[src/rtl/rr_mux_arbiter.sv]
// Four-way round-robin arbiter that drives the shared 4:1 select and valid-gated output.
// Request-to-grant takes 1 cycle, handover has no bubble, y is combinational from the registered select, and there is no backpressure.
module rr_mux_arbiter #(
   parameter int WIDTH     = 1,
   parameter int MAX_BURST = 4
) (
   input  logic             clk,
   input  logic             rst,
   input  logic [3:0]       req,
   input  logic [WIDTH-1:0] a,
   input  logic [WIDTH-1:0] b,
   input  logic [WIDTH-1:0] c,
   input  logic [WIDTH-1:0] d,
   output logic [3:0]       grant,
   output logic             s1,
   output logic             s0,
   output logic [WIDTH-1:0] y,
   output logic             valid
);

   typedef enum logic {
      IDLE,
      GRANT
   } state_t;

   localparam logic [3:0] CNT_MAX = 4'(MAX_BURST - 1);

   state_t     state_q, state_d;
   logic [3:0] grant_q, grant_d;
   logic [1:0] sel_q,   sel_d;
   logic [1:0] ptr_q,   ptr_d;
   logic [3:0] cnt_q,   cnt_d;

   logic [3:0] owner_oh;
   logic [3:0] others;
   logic [3:0] search_mask;
   logic [1:0] search_start;
   logic [1:0] cand;
   logic       win_found;
   logic [1:0] win_idx;
   logic       release_own;

   always_comb begin
      owner_oh     = 4'b0001 << sel_q;
      others       = req & ~owner_oh;
      release_own  = !req[sel_q] || ((cnt_q == CNT_MAX) && (others != 4'b0000));
      search_start = (state_q == IDLE) ? ptr_q : (sel_q + 2'd1);
      search_mask  = (state_q == IDLE) ? req : others;

      // Walk offsets downwards so the nearest requester in search order wins last.
      win_found = 1'b0;
      win_idx   = 2'd0;
      cand      = 2'd0;
      for (int i = 3; i >= 0; i--) begin
         cand = search_start + 2'(i);
         if (search_mask[cand]) begin
            win_found = 1'b1;
            win_idx   = cand;
         end
      end
   end

   always_comb begin
      state_d = state_q;
      grant_d = grant_q;
      sel_d   = sel_q;
      ptr_d   = ptr_q;
      cnt_d   = cnt_q;
      case (state_q)
         IDLE: begin
            if (win_found) begin
               state_d = GRANT;
               grant_d = 4'b0001 << win_idx;
               sel_d   = win_idx;
               cnt_d   = 4'd0;
            end
         end
         GRANT: begin
            if (release_own) begin
               ptr_d = sel_q + 2'd1;
               cnt_d = 4'd0;
               if (win_found) begin
                  grant_d = 4'b0001 << win_idx;
                  sel_d   = win_idx;
               end else begin
                  state_d = IDLE;
                  grant_d = 4'b0000;
               end
            end else if (cnt_q != CNT_MAX) begin
               cnt_d = cnt_q + 4'd1;
            end
         end
         default: begin
            state_d = IDLE;
            grant_d = 4'b0000;
         end
      endcase
   end

   always_ff @(posedge clk or posedge rst) begin
      if (rst) begin
         state_q <= IDLE;
         grant_q <= 4'b0000;
         sel_q   <= 2'd0;
         ptr_q   <= 2'd0;
         cnt_q   <= 4'd0;
      end else begin
         state_q <= state_d;
         grant_q <= grant_d;
         sel_q   <= sel_d;
         ptr_q   <= ptr_d;
         cnt_q   <= cnt_d;
      end
   end

   assign grant = grant_q;
   assign s1    = sel_q[1];
   assign s0    = sel_q[0];
   assign valid = |grant_q;

   always_comb begin
      y = '0;
      if (valid) begin
         case (sel_q)
            2'd0:    y = a;
            2'd1:    y = b;
            2'd2:    y = c;
            default: y = d;
         endcase
      end
   end

endmodule

[config.mk]
export PLATFORM = sky130hd
export DESIGN_NAME = rr_mux_arbiter
export DESIGN_NICKNAME = d
export VERILOG_FILES = /design/src/rtl/rr_mux_arbiter.sv
export SDC_FILE = /design/constraint.sdc
export NUM_CORES = 1
export LEC_CHECK = 0
export BUFFER_PORTS_ARGS = -buffer_cell sky130_fd_sc_hd__buf_2
export CAP_MARGIN = 5
export CORE_ASPECT_RATIO = 0.9
export CORE_MARGIN = 10
export CORE_UTILIZATION = 53
export DETAILED_ROUTE_END_ITERATION = 7
export PLACE_DENSITY = 0.77
export SKIP_LAST_GASP = 1
export SYNTH_ARGS = -nofsm -noshare
export SYNTH_HDL_FRONTEND = slang
export SYNTH_SLANG_ARGS = --single-unit
[constraint.sdc]
create_clock -name clk -period 2.6 [get_ports clk]
set_input_delay 0.13 -clock clk [delete_from_list [all_inputs] [get_ports clk]]
set_output_delay 0.13 -clock clk [all_outputs]
set_load 0.01 [all_outputs]
==> results of run 1 <==
## metrics by stage
step                      hold WS [ns]  area, um2
final                            0.344       1090
after global routing             0.379       1090
after CTS                        0.336       1090
after detailed placement         0.181       1050
after global placement           0.171       1050
after floorplan                0.00696        946
## worst register-to-register path: stages, from the launching register on
cell	delay, ns
dfrtp_1	0.48
inv_1	0.10
ha_1	0.31
mux2_4	0.29
a211oi_1	0.23
o32a_1	0.27
nor2b_1	0.17
a22o_1	0.15
## logic make-up (layout without fill, tap and decap cells)
kind of cell,after synthesis,in the layout
buffers and inverters,6,27
AOI/OAI and AO/OA,28,28
DFF,13,13
muxes,6,6
adders and majority gates,5,5
and+or+nand+nor,30,30
## power by group through the flow
stage | registers [mW] | clock network, mW | logic (mW)
finish | 0.355 | 0.127 | 0.810
global route | 0.366 | 0.140 | 0.907
CTS | 0.354 | 0.130 | 0.817
detailed placement | 0.361 | 0 | 0.804
global placement | 0.350 | 0 | 0.792
floorplan | 0.352 | 0 | 0.621
## worst max path at each step
stage,end,slack [ns],cells after the start
CTS,grant[1]$_DFFE_PP0P_,0.55,7
global route,grant[2]$_DFFE_PP0P_,0.37,7
finish,grant[3]$_DFFE_PP0P_,0.54,7
detailed placement,sel_q[0]$_DFFE_PP0P_,0.57,6
global placement,grant[1]$_DFFE_PP0P_,0.63,7
floorplan,grant[1]$_DFFE_PP0P_,0.71,7
## synth_stat cells, types with 2 or more instances
master,n
a21boi_1,2
a22o_1,3
dfrtp_1,13
ha_1,5
inv_1,5
mux2_2,3
nand2_1,7
nand2_2,2
nand2b_1,2
nor2_1,4
nor2b_1,6
nor3b_2,2
o21ai_0,2
## timing repair
action,4_1_cts,5_1_grt
hold buffers,1,0
resized for setup,0,0
hold endpoints to repair,13,0
## state kept, by name, indices dropped and copies added (netlist names)
register / cells
cnt_q: 4
grant: 4
ptr_q: 2
sel_q: 2
state_q: 1
## layout by cell type (no fill, tap or decap), types with 2 or more instances in the layout
| master | count |
|---|---|
| a21boi_1 | 2 |
| a22o_1 | 3 |
| buf_2 | 17 |
| clkbuf_4 | 3 |
| dfrtp_1 | 13 |
| ha_1 | 5 |
| inv_1 | 5 |
| mux2_2 | 3 |
| nand2_1 | 7 |
| nand2_2 | 2 |
| nand2b_1 | 2 |
| nor2_1 | 4 |
| nor2b_1 | 6 |
| nor3b_2 | 2 |
| o21ai_0 | 2 |
## cell type report
class,count,area [um2]
Clock buffer,3,22.5
Clock inverter,1,5.00
Timing Repair Buffer,18,95.1
Inverter,5,18.8
Multi-Input combinational cell,69,591
Fill cell,147,594
Tap cell,24,30.0
Sequential cell,13,325
## routing by layer
layer,wire (um),track usage,vias up
met5,0,0,-
met1,941,0.130,357
met4,23,0.0610,0
met3,182,0.0467,4
met2,951,0.191,24
li1,-,-,368
==> results.cfg, run 1 <==
[route]
remaining_drc_errors = 0
vias = 753
vias_per_cell = 5.66
dr.pass1.iters = 4
drt-initial-drc-count = 18
post_drt_wl_per_cell_um = 15.8
drtAntennaViolNets = 0
wl_um = 2100

[pwr]
p_leak_nw = 0.526
pwr_density_cell_nw_per_um2 = 1190
internal_power_uw = 719
total_power_mw = 1.29
max-vdd-ir-drop_mv = 0.659
combPwrFrac = 0.627
p_sw_frac = 0.443
power_frac_seq = 0.274
p_switching_uw = 573
pwr-share-clk = 0.098

[clock_network]
clk_latency_ns = 0.28
clk_pin_slew_ns = 0.09
tritoncts = yes
clockBufferDepth = 2
cts_buffers = 3
root_buffer = clkbuf_4
postCtsSetupBuffers = 0
clock_sinks = 13
htreeDepth = 1

[global_routing]
grt_pass1_vias = 781
grt_pass1_wl_um = 3620
antenna_found_initial = 0
grt_max_degree = 14
grt_usage = 0.117
overflow = 0

[sta]
fmax_mhz = 485
fin_crit_ns = 2.06
rsz0062_at_grt = no
fin_setup_tns_ns = 0
relSlewSlack = 0.670
tightest_slew_ns = 0.494
setup_violations = 0
min_period_over_period = 0.793
setup_ws_ns = 0.537
skew_ns = 0.00835
finalHoldViolCount = 0
maxSlewViolCount = 0

[placement]
dp.cells = 128
portBuffers = 17
pre_cts_ws_ns = 0.573
place.gp.congestion = 0.819
dp_hpwl_um = 1680

[synth]
synth_area_um2 = 946
synth-compound-area-share = 0.278
synth_top_family_by_area = compound AO/OA/AOI/OAI gates
ys_types = 45
synth_flop_cell = dfrtp_1
yosys_warnings = 0
yosysTopAreaCell = dfrtp_1
synthCells = 88
syn_nets = 103
yosys.area_share.simple = 0.193
synth-seq-area-share = 0.344
synthMuxAreaShare = 0.0873
synth_xor_area_frac = 0
synth_edf_count = 0
ys_ff_latch = 13
yosys.area_share.adder = 0.0661
netlist_top_cells_area = dfrtp_1 34%, ha_1 6.6%, nor2b_1 4.0%
syn_area_per_cell_um2 = 10.7
synth_top_area_share = 0.344
async_reset_ff_frac = 1.00

[setup_path]
rr_worst_depth = 7
cp-end-kind = flop
crit_buf_inv = 1
worstSetupPathType = flop to flop
cpMaxStageDelayCell = dfrtp_1
crit_path_start_kind = flop
critPathMaxStageDelay_ns = 0.48
crit_chain = inv_1, ha_1, mux2_4, a211oi_1, o32a_1, nor2b_1, a22o_1
r2r_start = sel_q[1]$_DFFE_PP0P_
crit_path_start = sel_q[1]$_DFFE_PP0P_
worstPathMaxFanout = 6
arrival_ns = 2.28
required_ns = 2.81
reg2reg_slack_ns = 0.54
r2r_end = grant[3]$_DFFE_PP0P_
path_delay_family = compound AO/OA/AOI/OAI gates

[final_layout]
synthToLayoutAreaGrowth_pct = 14.9
final_util = 0.647
drive_gt1_frac = 0.367
num_antenna_cells = 0
fin_nets = 125
layoutNonFillerInstCount = 133

[floorplan]
start_util = 0.562
ioPinCount = 18
dieArea_um2 = 3880
die_h_um = 60.1
die_x_um = 64.5
rows = 14
core_region_area_um2 = 1680

[worst_hold_path]
min_to = state_q$_DFF_PP0_
hold_depth = 5
hold_start = req[2]
hold_path_class = input pin to flop

[flow_run]
maxCapViolCount = 0

[status]
status = completed
Note: power is estimated with default switching activity, not from simulation.
==> inputs of run 2 (changes only) <==
CORE_UTILIZATION = 48   (was 53)
PLACE_DENSITY = 0.73   (was 0.77)
clock period = 1.7 ns   (was 2.6 ns; I/O delays follow)
==> run 2 against run 1 <==
Compared with the run above:
- the run now ends with negative setup slack left
- combinational power up 150%
- non-clock buffer count up 18
- core utilization up 8.4 points
- worst hold slack worse by 0.0015 ns
- sequential power up 53%
- maximum frequency up 7.3%
- first-iteration DRC count up 67%
- setup slack worse by 0.76 ns
- global-route usage down 0.17 points
- clock skew down 0.0075 ns
- flip-flop and latch count unchanged
- sequential share of layout area down 6.3 points
==> results.cfg, run 2 (same netlist as run 1, synthesis figures left out) <==
[floorplan]
core_region_area_um2 = 1900
dieArea_um2 = 4150
die_h_um = 62.1
start_util = 0.499
rows = 15
die_x_um = 66.8
ioPinCount = 18

[setup_path]
worstPathMaxFanout = 6
cp-end-kind = flop
required_ns = 1.87
r2r_start = sel_q[1]$_DFFE_PP0P_
r2r_end = sel_q[0]$_DFFE_PP0P_
reg2reg_slack_ns = -0.22
arrival_ns = 2.09
rr_worst_depth = 7
crit_path_start_kind = flop
worstSetupPathType = flop to flop

[clock_network]
cts_buffers = 3
clock_sinks = 13
root_buffer = clkbuf_4
clk_pin_slew_ns = 0.08
tritoncts = yes
clockBufferDepth = 2
htreeDepth = 1
clk_latency_ns = 0.28

[sta]
tightest_slew_ns = 0.483
setup_violations = 13
relSlewSlack = 0.678
rsz0062_at_grt = yes
fin_crit_ns = 1.92
finalHoldViolCount = 0
maxSlewViolCount = 0
min_period_over_period = 1.13
fmax_mhz = 520
skew_ns = 0.000845
setup_ws_ns = -0.223

[route]
wl_um = 2630
dr.pass1.iters = 4
drt-initial-drc-count = 30
drtAntennaViolNets = 0
post_drt_wl_per_cell_um = 17.3
vias_per_cell = 5.62
remaining_drc_errors = 0
vias = 854

[pwr]
pwr-share-clk = 0.071
combPwrFrac = 0.731
p_sw_frac = 0.419
pwr_density_cell_nw_per_um2 = 1980
total_power_mw = 2.74
p_switching_mw = 1.15
max-vdd-ir-drop_mv = 1.18
power_frac_seq = 0.198
p_leak_nw = 0.650
internal_power_mw = 1.59

[final_layout]
num_antenna_cells = 0
synthToLayoutAreaGrowth_pct = 46.4
final_common_cell = buf_2
layoutNonFillerInstCount = 152
final_cell_mix = 17 x buf_2, 13 x buf_4, 11 x dfrtp_1, 7 x nand2_1, 5 x mux2_4
fin_nets = 143
drive_gt1_frac = 0.591

[global_routing]
grt_pass1_wl_um = 3840
antenna_found_initial = 0
grt_max_degree = 14
grt_usage = 0.116
grt_pass1_vias = 833
overflow = 0

[worst_hold_path]
hold_depth = 5
min_to = state_q$_DFF_PP0_
hold_start = req[2]
hold_path_class = input pin to flop

[status]
status = finished with violations
violations = negative setup slack

[flow_run]
maxCapViolCount = 0

[placement]
dp.cells = 140
portBuffers = 17
dp_hpwl_um = 1830
place.gp.congestion = 0.820
==> run 2: repair_timing <==
| item | CTS | global route |
|---|---|---|
| setup endpoints to repair | 12 | 13 |
| pin swaps | 11 | 2 |
| endpoints found under the hold margin | 13 | 0 |
| buffers inserted | 5 | 2 |
| resized for setup | 14 | 12 |
| hold buffers | 1 | 0 |
==> run 2: critical path: stages, from the launching register on <==
cell and delay [ns]:
dfrtp_2 0.45, buf_6 0.13, ha_4 0.13, inv_2 0.04, a2111o_1 0.44, buf_6 0.15, o22ai_4 0.16, mux2_4 0.32
==> run 2: stage by stage <==
stage / TNS, ns / cell area, um2 / utilization / worst slack, ns / hold WS, ns
2_1_floorplan: -0.531 / 982 / - / -0.132 / -0.0382
3_3_place_gp: -0.718 / 1180 / 0.624 / -0.135 / 0.126
3_5_place_dp: -1.27 / 1180 / 0.624 / -0.206 / 0.134
4_1_cts: -1.62 / 1330 / 0.699 / -0.170 / 0.342
5_1_grt: -2.96 / 1390 / 0.731 / -0.277 / 0.386
6_report: -2.20 / 1390 / 0.731 / -0.223 / 0.343
==> run 2: power groups by stage <==
stage / sequential [mW] / clock, mW / combinational, mW
2_1_floorplan: 0.559 / 0 / 1.00
3_3_place_gp: 0.522 / 0 / 1.52
3_5_place_dp: 0.528 / 0 / 1.56
4_1_cts: 0.537 / 0.195 / 1.86
5_1_grt: 0.559 / 0.211 / 2.14
6_report: 0.543 / 0.194 / 2.01
==> run 2: worst max-delay path by stage <==
stage,slack [ns],cells after the start,start,to
floorplan,-0.13,6,sel_q[0]$_DFFE_PP0P_,sel_q[0]$_DFFE_PP0P_
global placement,-0.14,7,sel_q[1]$_DFFE_PP0P_,grant[1]$_DFFE_PP0P_
detailed placement,-0.21,6,sel_q[1]$_DFFE_PP0P_,sel_q[0]$_DFFE_PP0P_
CTS,-0.17,6,sel_q[1]$_DFFE_PP0P_,sel_q[0]$_DFFE_PP0P_
global route,-0.28,7,sel_q[1]$_DFFE_PP0P_,sel_q[0]$_DFFE_PP0P_
finish,-0.22,7,sel_q[1]$_DFFE_PP0P_,sel_q[0]$_DFFE_PP0P_
==> run 2: cell type report <==
class	instances	area, um2
flip-flops and latches	13	328
multi-input cells	69	718
repair buffers	36	258
inverters	5	23.8
well taps	25	31.3
clock buffers	4	26.3
fillers	136	510
==> run 2: layer usage <==
| layer | vias up | part of all wire | global-route usage | routed length (um) |
|---|---|---|---|---|
| met4 | 0 | 0.024 | 0.0576 | 64 |
| met1 | 410 | 0.42 | 0.136 | 1100 |
| li1 | 408 | - | - | - |
| met5 | - | 0 | 0 | 0 |
| met2 | 29 | 0.49 | 0.178 | 1280 |
| met3 | 7 | 0.071 | 0.0412 | 187 |
